**config.mk**
```make
export PLATFORM = sky130hd
export DESIGN_NAME = acquire_sequencer
export DESIGN_NICKNAME = d
export VERILOG_FILES = /design/src/rtl/acq_pkg.sv /design/src/rtl/sample_serializer.sv /design/src/rtl/acquire_sequencer.sv
export SDC_FILE = /design/constraint.sdc
export NUM_CORES = 1
export LEC_CHECK = 0
export ABC_CLOCK_PERIOD_IN_PS = 5700
export CAP_MARGIN = 5
export CORE_AREA = 5 5 91 93
export CTS_CLUSTER_SIZE = 8
export DETAILED_ROUTE_END_ITERATION = 10
export DIE_AREA = 0 0 96 98
export DONT_BUFFER_PORTS = 1
export GPL_TIMING_DRIVEN = 0
export HOLD_SLACK_MARGIN = 0.12
export PLACE_DENSITY = 0.83
export SYNTH_ARGS = -nofsm -noshare
export SYNTH_HDL_FRONTEND = slang
export SYNTH_HIERARCHICAL = 1
export SYNTH_SLANG_ARGS = --single-unit
export TNS_END_PERCENT = 5
```
**constraint.sdc**
```tcl
create_clock -name clk -period 5.7 [get_ports clk]
set_clock_uncertainty 0.05 [all_clocks]
set_input_delay 1.14 -clock clk [delete_from_list [all_inputs] [get_ports clk]]
set_output_delay 1.14 -clock clk [all_outputs]
set_load 0.01 [all_outputs]
```
**src/rtl/acq_pkg.sv**
```systemverilog
// Shared definitions for the acquisition sequencer.
// Contents: FSM state and mode enums, default command bytes, byte-split helpers.
package acq_pkg;

  typedef enum logic [2:0] {
    ST_IDLE     = 3'd0,
    ST_CAPTURE  = 3'd1,
    ST_RD_ISSUE = 3'd2,
    ST_RD_WAIT  = 3'd3,
    ST_TX_HI    = 3'd4,
    ST_TX_LO    = 3'd5,
    ST_HOLDOFF  = 3'd6
  } acq_state_e;

  typedef enum logic {
    MODE_SINGLE = 1'b0,
    MODE_CONT   = 1'b1
  } acq_mode_e;

  typedef logic [7:0] byte_t;

  localparam byte_t CMD_SINGLE_DEF = 8'h41;  // 'A'
  localparam byte_t CMD_CONT_DEF   = 8'h43;  // 'C'
  localparam byte_t CMD_STOP_DEF   = 8'h53;  // 'S'

  // Samples are zero-extended to 16 bits before being split into two bytes.
  function automatic byte_t hi_byte(input logic [15:0] s);
    return s[15:8];
  endfunction

  function automatic byte_t lo_byte(input logic [15:0] s);
    return s[7:0];
  endfunction

endpackage

```
**src/rtl/sample_serializer.sv**
```systemverilog
// Splits one zero-extended sample into a high byte followed by a low byte on a
// valid/ready byte interface. tx_valid and tx_data are registered and only change
// on a handshake, a new load, or reset.
// Ports:
//   clk, reset   system clock, synchronous active-high reset
//   load         1-cycle strobe: capture sample_ext and offer its high byte
//   sample_ext   sample zero-extended to 16 bits
//   tx_ready     transmitter accepts the current byte
//   tx_valid     byte on tx_data is offered
//   tx_data      byte offered to the transmitter
//   hi_accept    high byte handed off this cycle
//   lo_accept    low byte handed off this cycle (sample fully sent)
module sample_serializer
  import acq_pkg::*;
(
  input  logic        clk,
  input  logic        reset,
  input  logic        load,
  input  logic [15:0] sample_ext,
  input  logic        tx_ready,
  output logic        tx_valid,
  output logic [7:0]  tx_data,
  output logic        hi_accept,
  output logic        lo_accept
);

  logic  tx_valid_q, tx_valid_d;
  byte_t tx_data_q, tx_data_d;
  byte_t lo_q, lo_d;
  logic  phase_lo_q, phase_lo_d;

  always_ff @(posedge clk) begin
    if (reset) begin
      tx_valid_q <= 1'b0;
      tx_data_q  <= '0;
      lo_q       <= '0;
      phase_lo_q <= 1'b0;
    end else begin
      tx_valid_q <= tx_valid_d;
      tx_data_q  <= tx_data_d;
      lo_q       <= lo_d;
      phase_lo_q <= phase_lo_d;
    end
  end

  always_comb begin
    tx_valid_d = tx_valid_q;
    tx_data_d  = tx_data_q;
    lo_d       = lo_q;
    phase_lo_d = phase_lo_q;
    hi_accept  = tx_valid_q & tx_ready & ~phase_lo_q;
    lo_accept  = tx_valid_q & tx_ready & phase_lo_q;
    if (load) begin
      tx_valid_d = 1'b1;
      tx_data_d  = hi_byte(sample_ext);
      lo_d       = lo_byte(sample_ext);
      phase_lo_d = 1'b0;
    end else if (hi_accept) begin
      tx_data_d  = lo_q;
      phase_lo_d = 1'b1;
    end else if (lo_accept) begin
      tx_valid_d = 1'b0;
      phase_lo_d = 1'b0;
    end
  end

  assign tx_valid = tx_valid_q;
  assign tx_data  = tx_data_q;

endmodule

```
**src/rtl/acquire_sequencer.sv**
```systemverilog
// Command-driven acquisition controller: captures N_SAMPLES ADC samples into RAM
// on a UART command, then dumps the buffer over UART as high/low byte pairs.
// Continuous mode re-arms after a holdoff window; a stop command halts it.
// Ports:
//   clk, reset            system clock, synchronous active-high reset
//   rx_valid, rx_data     received command byte strobe
//   adc_valid, adc_data   ADC sample strobe
//   acquire               ADC gate, high while capturing
//   mem_we/waddr/wdata    capture RAM write port
//   mem_raddr, mem_rdata  capture RAM read port (1-cycle read latency)
//   tx_valid/data/ready   UART transmit byte handshake
//   busy                  high whenever not idle
//   done                  1-cycle pulse when a frame's last byte is accepted
//
// state      | meaning
// IDLE       | waiting for SINGLE/CONT command
// CAPTURE    | acquire high, writing samples to RAM
// RD_ISSUE   | read address presented to RAM
// RD_WAIT    | RAM data arriving, loaded into serializer
// TX_HI      | high byte offered
// TX_LO      | low byte offered
// HOLDOFF    | continuous-mode gap before the next capture
module acquire_sequencer
  import acq_pkg::*;
#(
  parameter int          N_SAMPLES      = 1024,
  parameter int          ADDR_W         = 10,
  parameter int          DATA_W         = 12,
  parameter int          HOLDOFF_CYCLES = 15040,
  parameter logic [7:0]  CMD_SINGLE     = CMD_SINGLE_DEF,
  parameter logic [7:0]  CMD_CONT       = CMD_CONT_DEF,
  parameter logic [7:0]  CMD_STOP       = CMD_STOP_DEF
) (
  input  logic              clk,
  input  logic              reset,
  input  logic              rx_valid,
  input  logic [7:0]        rx_data,
  input  logic              adc_valid,
  input  logic [DATA_W-1:0] adc_data,
  output logic              acquire,
  output logic              mem_we,
  output logic [ADDR_W-1:0] mem_waddr,
  output logic [DATA_W-1:0] mem_wdata,
  output logic [ADDR_W-1:0] mem_raddr,
  input  logic [DATA_W-1:0] mem_rdata,
  output logic              tx_valid,
  output logic [7:0]        tx_data,
  input  logic              tx_ready,
  output logic              busy,
  output logic              done
);

  localparam int CNT_W   = $clog2(N_SAMPLES + 1);
  localparam int HO_W    = (HOLDOFF_CYCLES > 0) ? $clog2(HOLDOFF_CYCLES + 1) : 1;
  localparam int HO_LOAD = (HOLDOFF_CYCLES > 0) ? HOLDOFF_CYCLES - 1 : 0;
  localparam logic [CNT_W-1:0] LAST_IDX  = CNT_W'(N_SAMPLES - 1);
  localparam logic [CNT_W-1:0] FULL_CNT  = CNT_W'(N_SAMPLES);

  acq_state_e        state_q, state_d;
  acq_mode_e         mode_q, mode_d;
  logic [CNT_W-1:0]  sample_cnt_q, sample_cnt_d;
  logic [CNT_W-1:0]  rd_idx_q, rd_idx_d;
  logic [HO_W-1:0]   holdoff_cnt_q, holdoff_cnt_d;
  logic              acquire_q, acquire_d;
  logic              busy_q, busy_d;
  logic              done_q, done_d;
  logic              mem_we_q, mem_we_d;
  logic [ADDR_W-1:0] mem_waddr_q, mem_waddr_d;
  logic [DATA_W-1:0] mem_wdata_q, mem_wdata_d;
  logic [ADDR_W-1:0] mem_raddr_q, mem_raddr_d;

  logic cmd_single, cmd_cont, cmd_stop;
  logic sample_last, rd_last;
  logic ser_load, hi_accept, lo_accept;
  acq_mode_e mode_eff;

  assign cmd_single  = rx_valid && (rx_data == CMD_SINGLE);
  assign cmd_cont    = rx_valid && (rx_data == CMD_CONT);
  assign cmd_stop    = rx_valid && (rx_data == CMD_STOP);
  assign sample_last = adc_valid && (sample_cnt_q == LAST_IDX);
  assign rd_last     = (rd_idx_q == LAST_IDX);
  // A stop during the dump demotes the frame to single so it ends in IDLE.
  assign mode_eff    = cmd_stop ? MODE_SINGLE : mode_q;
  assign ser_load    = (state_q == ST_RD_WAIT);

  always_ff @(posedge clk) begin
    if (reset) begin
      state_q       <= ST_IDLE;
      mode_q        <= MODE_SINGLE;
      sample_cnt_q  <= '0;
      rd_idx_q      <= '0;
      holdoff_cnt_q <= '0;
      acquire_q     <= 1'b0;
      busy_q        <= 1'b0;
      done_q        <= 1'b0;
      mem_we_q      <= 1'b0;
      mem_waddr_q   <= '0;
      mem_wdata_q   <= '0;
      mem_raddr_q   <= '0;
    end else begin
      state_q       <= state_d;
      mode_q        <= mode_d;
      sample_cnt_q  <= sample_cnt_d;
      rd_idx_q      <= rd_idx_d;
      holdoff_cnt_q <= holdoff_cnt_d;
      acquire_q     <= acquire_d;
      busy_q        <= busy_d;
      done_q        <= done_d;
      mem_we_q      <= mem_we_d;
      mem_waddr_q   <= mem_waddr_d;
      mem_wdata_q   <= mem_wdata_d;
      mem_raddr_q   <= mem_raddr_d;
    end
  end

  always_comb begin
    state_d = state_q;
    case (state_q)
      ST_IDLE: begin
        if (cmd_single || cmd_cont) state_d = ST_CAPTURE;
      end
      ST_CAPTURE: begin
        if (cmd_stop)         state_d = ST_IDLE;
        else if (sample_last) state_d = ST_RD_ISSUE;
      end
      ST_RD_ISSUE: state_d = ST_RD_WAIT;
      ST_RD_WAIT:  state_d = ST_TX_HI;
      ST_TX_HI: begin
        if (hi_accept) state_d = ST_TX_LO;
      end
      ST_TX_LO: begin
        if (lo_accept) begin
          if (!rd_last)                   state_d = ST_RD_ISSUE;
          else if (mode_eff == MODE_CONT) state_d = ST_HOLDOFF;
          else                            state_d = ST_IDLE;
        end
      end
      ST_HOLDOFF: begin
        if (cmd_stop)                  state_d = ST_IDLE;
        else if (holdoff_cnt_q == '0)  state_d = ST_CAPTURE;
      end
      default: state_d = ST_IDLE;
    endcase
  end

  always_comb begin
    mode_d        = mode_q;
    sample_cnt_d  = sample_cnt_q;
    rd_idx_d      = rd_idx_q;
    holdoff_cnt_d = holdoff_cnt_q;
    mem_we_d      = 1'b0;
    mem_waddr_d   = mem_waddr_q;
    mem_wdata_d   = mem_wdata_q;
    mem_raddr_d   = mem_raddr_q;

    if (state_q == ST_IDLE) begin
      if (cmd_single)    mode_d = MODE_SINGLE;
      else if (cmd_cont) mode_d = MODE_CONT;
    end else if (cmd_stop) begin
      mode_d = MODE_SINGLE;
    end

    if (state_d == ST_CAPTURE && state_q != ST_CAPTURE) begin
      sample_cnt_d = '0;
    end else if (state_q == ST_CAPTURE && adc_valid) begin
      mem_we_d    = 1'b1;
      mem_waddr_d = ADDR_W'(sample_cnt_q);
      mem_wdata_d = adc_data;
      if (sample_cnt_q != FULL_CNT) sample_cnt_d = sample_cnt_q + 1'b1;
    end

    if (state_q == ST_CAPTURE) begin
      rd_idx_d = '0;
    end else if (state_q == ST_TX_LO && lo_accept && !rd_last) begin
      rd_idx_d = rd_idx_q + 1'b1;
    end
    if (state_d == ST_RD_ISSUE) mem_raddr_d = ADDR_W'(rd_idx_d);

    // Down-counter loaded on entry; leaving when it reads zero gives exactly
    // HOLDOFF_CYCLES cycles in HOLDOFF (minimum one).
    if (state_d == ST_HOLDOFF && state_q != ST_HOLDOFF) begin
      holdoff_cnt_d = HO_W'(HO_LOAD);
    end else if (state_q == ST_HOLDOFF && holdoff_cnt_q != '0) begin
      holdoff_cnt_d = holdoff_cnt_q - 1'b1;
    end

    acquire_d = (state_d == ST_CAPTURE);
    busy_d    = (state_d != ST_IDLE);
    done_d    = (state_q == ST_TX_LO) && lo_accept && rd_last;
  end

  sample_serializer u_ser (
    .clk        (clk),
    .reset      (reset),
    .load       (ser_load),
    .sample_ext (16'(mem_rdata)),
    .tx_ready   (tx_ready),
    .tx_valid   (tx_valid),
    .tx_data    (tx_data),
    .hi_accept  (hi_accept),
    .lo_accept  (lo_accept)
  );

  assign acquire   = acquire_q;
  assign busy      = busy_q;
  assign done      = done_q;
  assign mem_we    = mem_we_q;
  assign mem_waddr = mem_waddr_q;
  assign mem_wdata = mem_wdata_q;
  assign mem_raddr = mem_raddr_q;

endmodule
```
==> metrics.md <==
| Metric | Value |
|---|---|
| Routed len/inst | 15.3 um |
| Register bit total from synthesis | 94 |
| IO buf count | 0 |
| Worst setup EP type | register |
| Mean Syn Cell Area | 9.00 sq um |
| Combinational share of power | 0.017 |
| Ys Warns | 6 |
| Critical-path maximum fanout | 10 |
| Mapped cell area | 0.00428 sq mm |
| Critical R2R Capture | mem_raddr[1] |
| Total Routing Usage GR | 0.204 |
| Post-synth ARST share | 0 |
| Highest clock rate | 0.335 GHz |
| CP Depth | 6 |
| Static Leak | 1.61 nW |
| Rel. slew slack | 0.564 |
| Share of layout cells above drive strength 1 | 0.136 |
| Grt total ovfl | 0 |
| Nets@finish | 530 |
| First-pass GRT wire length | 15.5 mm |
| Non-Filler Instances | 596 |
| Via density per instance | 5.61 |
| Initial DRT Pass Iterations | 4 |
| Placed insts | 580 |
| Peak supply drop | 0.185 mV |
| Top_reg_cell synth | dfxtp_1 |
| Crit path from | rx_data[5] |
| Die Ht | 98 um |
| FF-to-FF path depth | 8 |
| Hold wc startpoint | rd_idx_q[10] |
| Synth top area cells | dfxtp_1 44%, nand2_1 6.7%, a21oi_1 4.7% |
| Setup_tns | 0 ns |
| Power share of the clock group | 0.395 |
| Clk buf depth | 2 |
| Delay of the slowest cell on the worst path | 0.57 ns |
| Ports | 82 |
| Final min period | 2.99 ns |
| Clk slew on worst S/H paths | 0.09 ns |
| PwrDens | 242 mW/mm^2 |
| Reg-to-reg setup timing slack | 3.20 ns |
| Sw Ratio | 0.224 |
| Worst-skew pair later-pin latency | 0.37 ns |
| Crit share post-route | 0.524 |
| WP data arrival | 3.19 ns |
| Int Power | 867 uW |
| Top delay family on crit path | simple AND/OR/NAND/NOR gates |
| Worst-Margin Slew | 0.645 ns |
| Starting Density | 0.574 |
| GP Congestion | 0.920 |
| CTS Hold Buffers Added | 0 |
| Final worst slack | 2.71 ns |
| Register area share after synthesis | 0.440 |
| CTS H-tree lvls | 3 |
| Total CTS buffers | 9 |
| Final Hold Fails | 0 |
| Diodes inserted | 0 |
| Largest net degree at the start of global routing | 17 |
| Worst path required time | 5.90 ns |
| Reg power frac | 0.588 |
| Commonest cells in the netlist | 94 x dfxtp_1, 76 x nand2_1, 48 x nor2_1 |
| Place WS | 2.36 ns |
| Fillers | 634 |
| Synth top area share | 0.440 |
| Slew Viols, Final | 0 |
| DP HPWL | 6.67 mm |
| Initial antenna violation count | 0 |
| Worst path cell trace | nor4bb_1, nand4_1, a21oi_1, nor3b_2, buf_6, mux2_4 |
| Reg2reg start | sample_cnt_q[0] |
| Core area | 0.00745 sq mm |
| Antenna-violating nets left | 0 |
| Root Buffer | clkbuf_8 |
| Yosys cell types | 61 |
| Post-CTS Setup Inserts | 0 |
| Buf/Inv on CP | 1 |
| Vias in the first global route | 3341 |
| Vias | 3344 |
| Critical Path Start Type | input pin |
| P_sw | 250 uW |
| Wirelength, routed | 9.10 mm |
| Max Cap Violations | 0 |
| Initial DRC Count | 234 |
| Critical-path top delay cell | nor4bb_1 |
| Status | finished clean |
| Critical path class | in2reg |
| Hold Crit Class | reg2reg |
| CTS tree | yes |
| Num rows | 32 |
| Post-CTS resize count | 0 |
| DIE AREA | 0.00941 sq mm |
| Synthesized instance count | 475 |
| Die span in x | 96 um |
| Critical Path End | mem_raddr[1] |
| Endpoints failing setup | 0 |
| Clk sink count | 94 |
| EDFF count, synth | 0 |
| RSZ-0062 raised after global routing | no |
| Post-synth top area cell | dfxtp_1 |
| Residual DRC | 0 |
| Layout Area Growth over Synthesis | 7.84% |
| Count leader, synth | dfxtp_1 |
==> through the flow <==
step                cell area [sq um]  hold WS (ns)  utilization  total power [mW]
finish                           4610         0.426        0.619              1.12
CTS                              4610         0.423        0.619              1.12
global placement                 4420         0.391        0.593             0.691
floorplan                        4290         0.353            -             0.686
detailed placement               4420         0.404        0.593             0.691
global route                     4610         0.460        0.619              1.16
==> layer usage <==
metal	global-route usage	share of wire
met1	0.243	0.41
met2	0.331	0.49
met3	0.0770	0.089
met4	0.0766	0.018
met5	0	0
==> worst min-delay path by stage <==
stage / end / cells past startpoint
2_1_floorplan: done / 1
3_3_place_gp: done / 1
3_5_place_dp: done / 1
4_1_cts: done / 1
5_1_grt: done / 1
6_report: done / 1
==> power groups by stage <==
| stage | sequential (mW) | combinational, mW | clock (mW) |
|---|---|---|---|
| after floorplan | 0.672 | 0.0141 | 0 |
| after global placement | 0.672 | 0.0187 | 0 |
| after detailed placement | 0.672 | 0.0192 | 0 |
| after CTS | 0.657 | 0.0193 | 0.447 |
| after global routing | 0.657 | 0.0212 | 0.479 |
| final | 0.657 | 0.0194 | 0.441 |
==> state kept, by name, summed over array words and instances, names as in the netlist <==
signal,flops
holdoff_cnt_q,14
sample_cnt_q,11
mem_raddr,10
u_ser/tx_valid,1
mem_wdata,12
mode_q,1
u_ser/lo_q,8
rd_idx_q,11
u_ser/tx_data,8
done,1
state_q,3
u_ser/phase_lo_q,1
mem_we,1
busy,1
mem_waddr,10
acquire,1
==> layout by cell type, fill, tap and decap left out, types with 5 or more instances in the layout <==
master / count
o21ai_0: 5
nor4_1: 9
xor2_1: 16
nand2_1: 76
mux2_4: 10
a21oi_2: 8
nand3_1: 8
a21oi_1: 40
nor2_1: 48
buf_2: 5
nand4_1: 8
mux2i_1: 10
a221oi_2: 8
dfxtp_1: 94
clkbuf_1: 14
nor2b_1: 12
clkbuf_8: 9
inv_1: 20
xnor2_1: 11
==> cell type report <==
type,instances,area (sq um),share of cell area
Buffer,24,119,0.0258
Clock buffer,10,128,0.0277
Sequential cell,94,1880,0.408
Clock inverter,6,68.8,0.0149
Multi-Input combinational cell,339,2200,0.478
Tap cell,102,128,0.0277
Inverter,21,83.8,0.0182
==> cell families (layout without fill, tap and decap cells) <==
logic type	count (synthesis)	after routing	synth area share
DFF	94	94	0.440
AOI/OAI and AO/OA	80	80	0.137
adders and majority gates	4	4	0.0117
other	1	4	0.000877
muxes	20	20	0.0585
xor gates and xnor gates	27	27	0.0553
and+or+nand+nor	204	204	0.250
buffers and inverters	45	61	0.0474
Note: power is estimated with default switching activity, not from simulation.
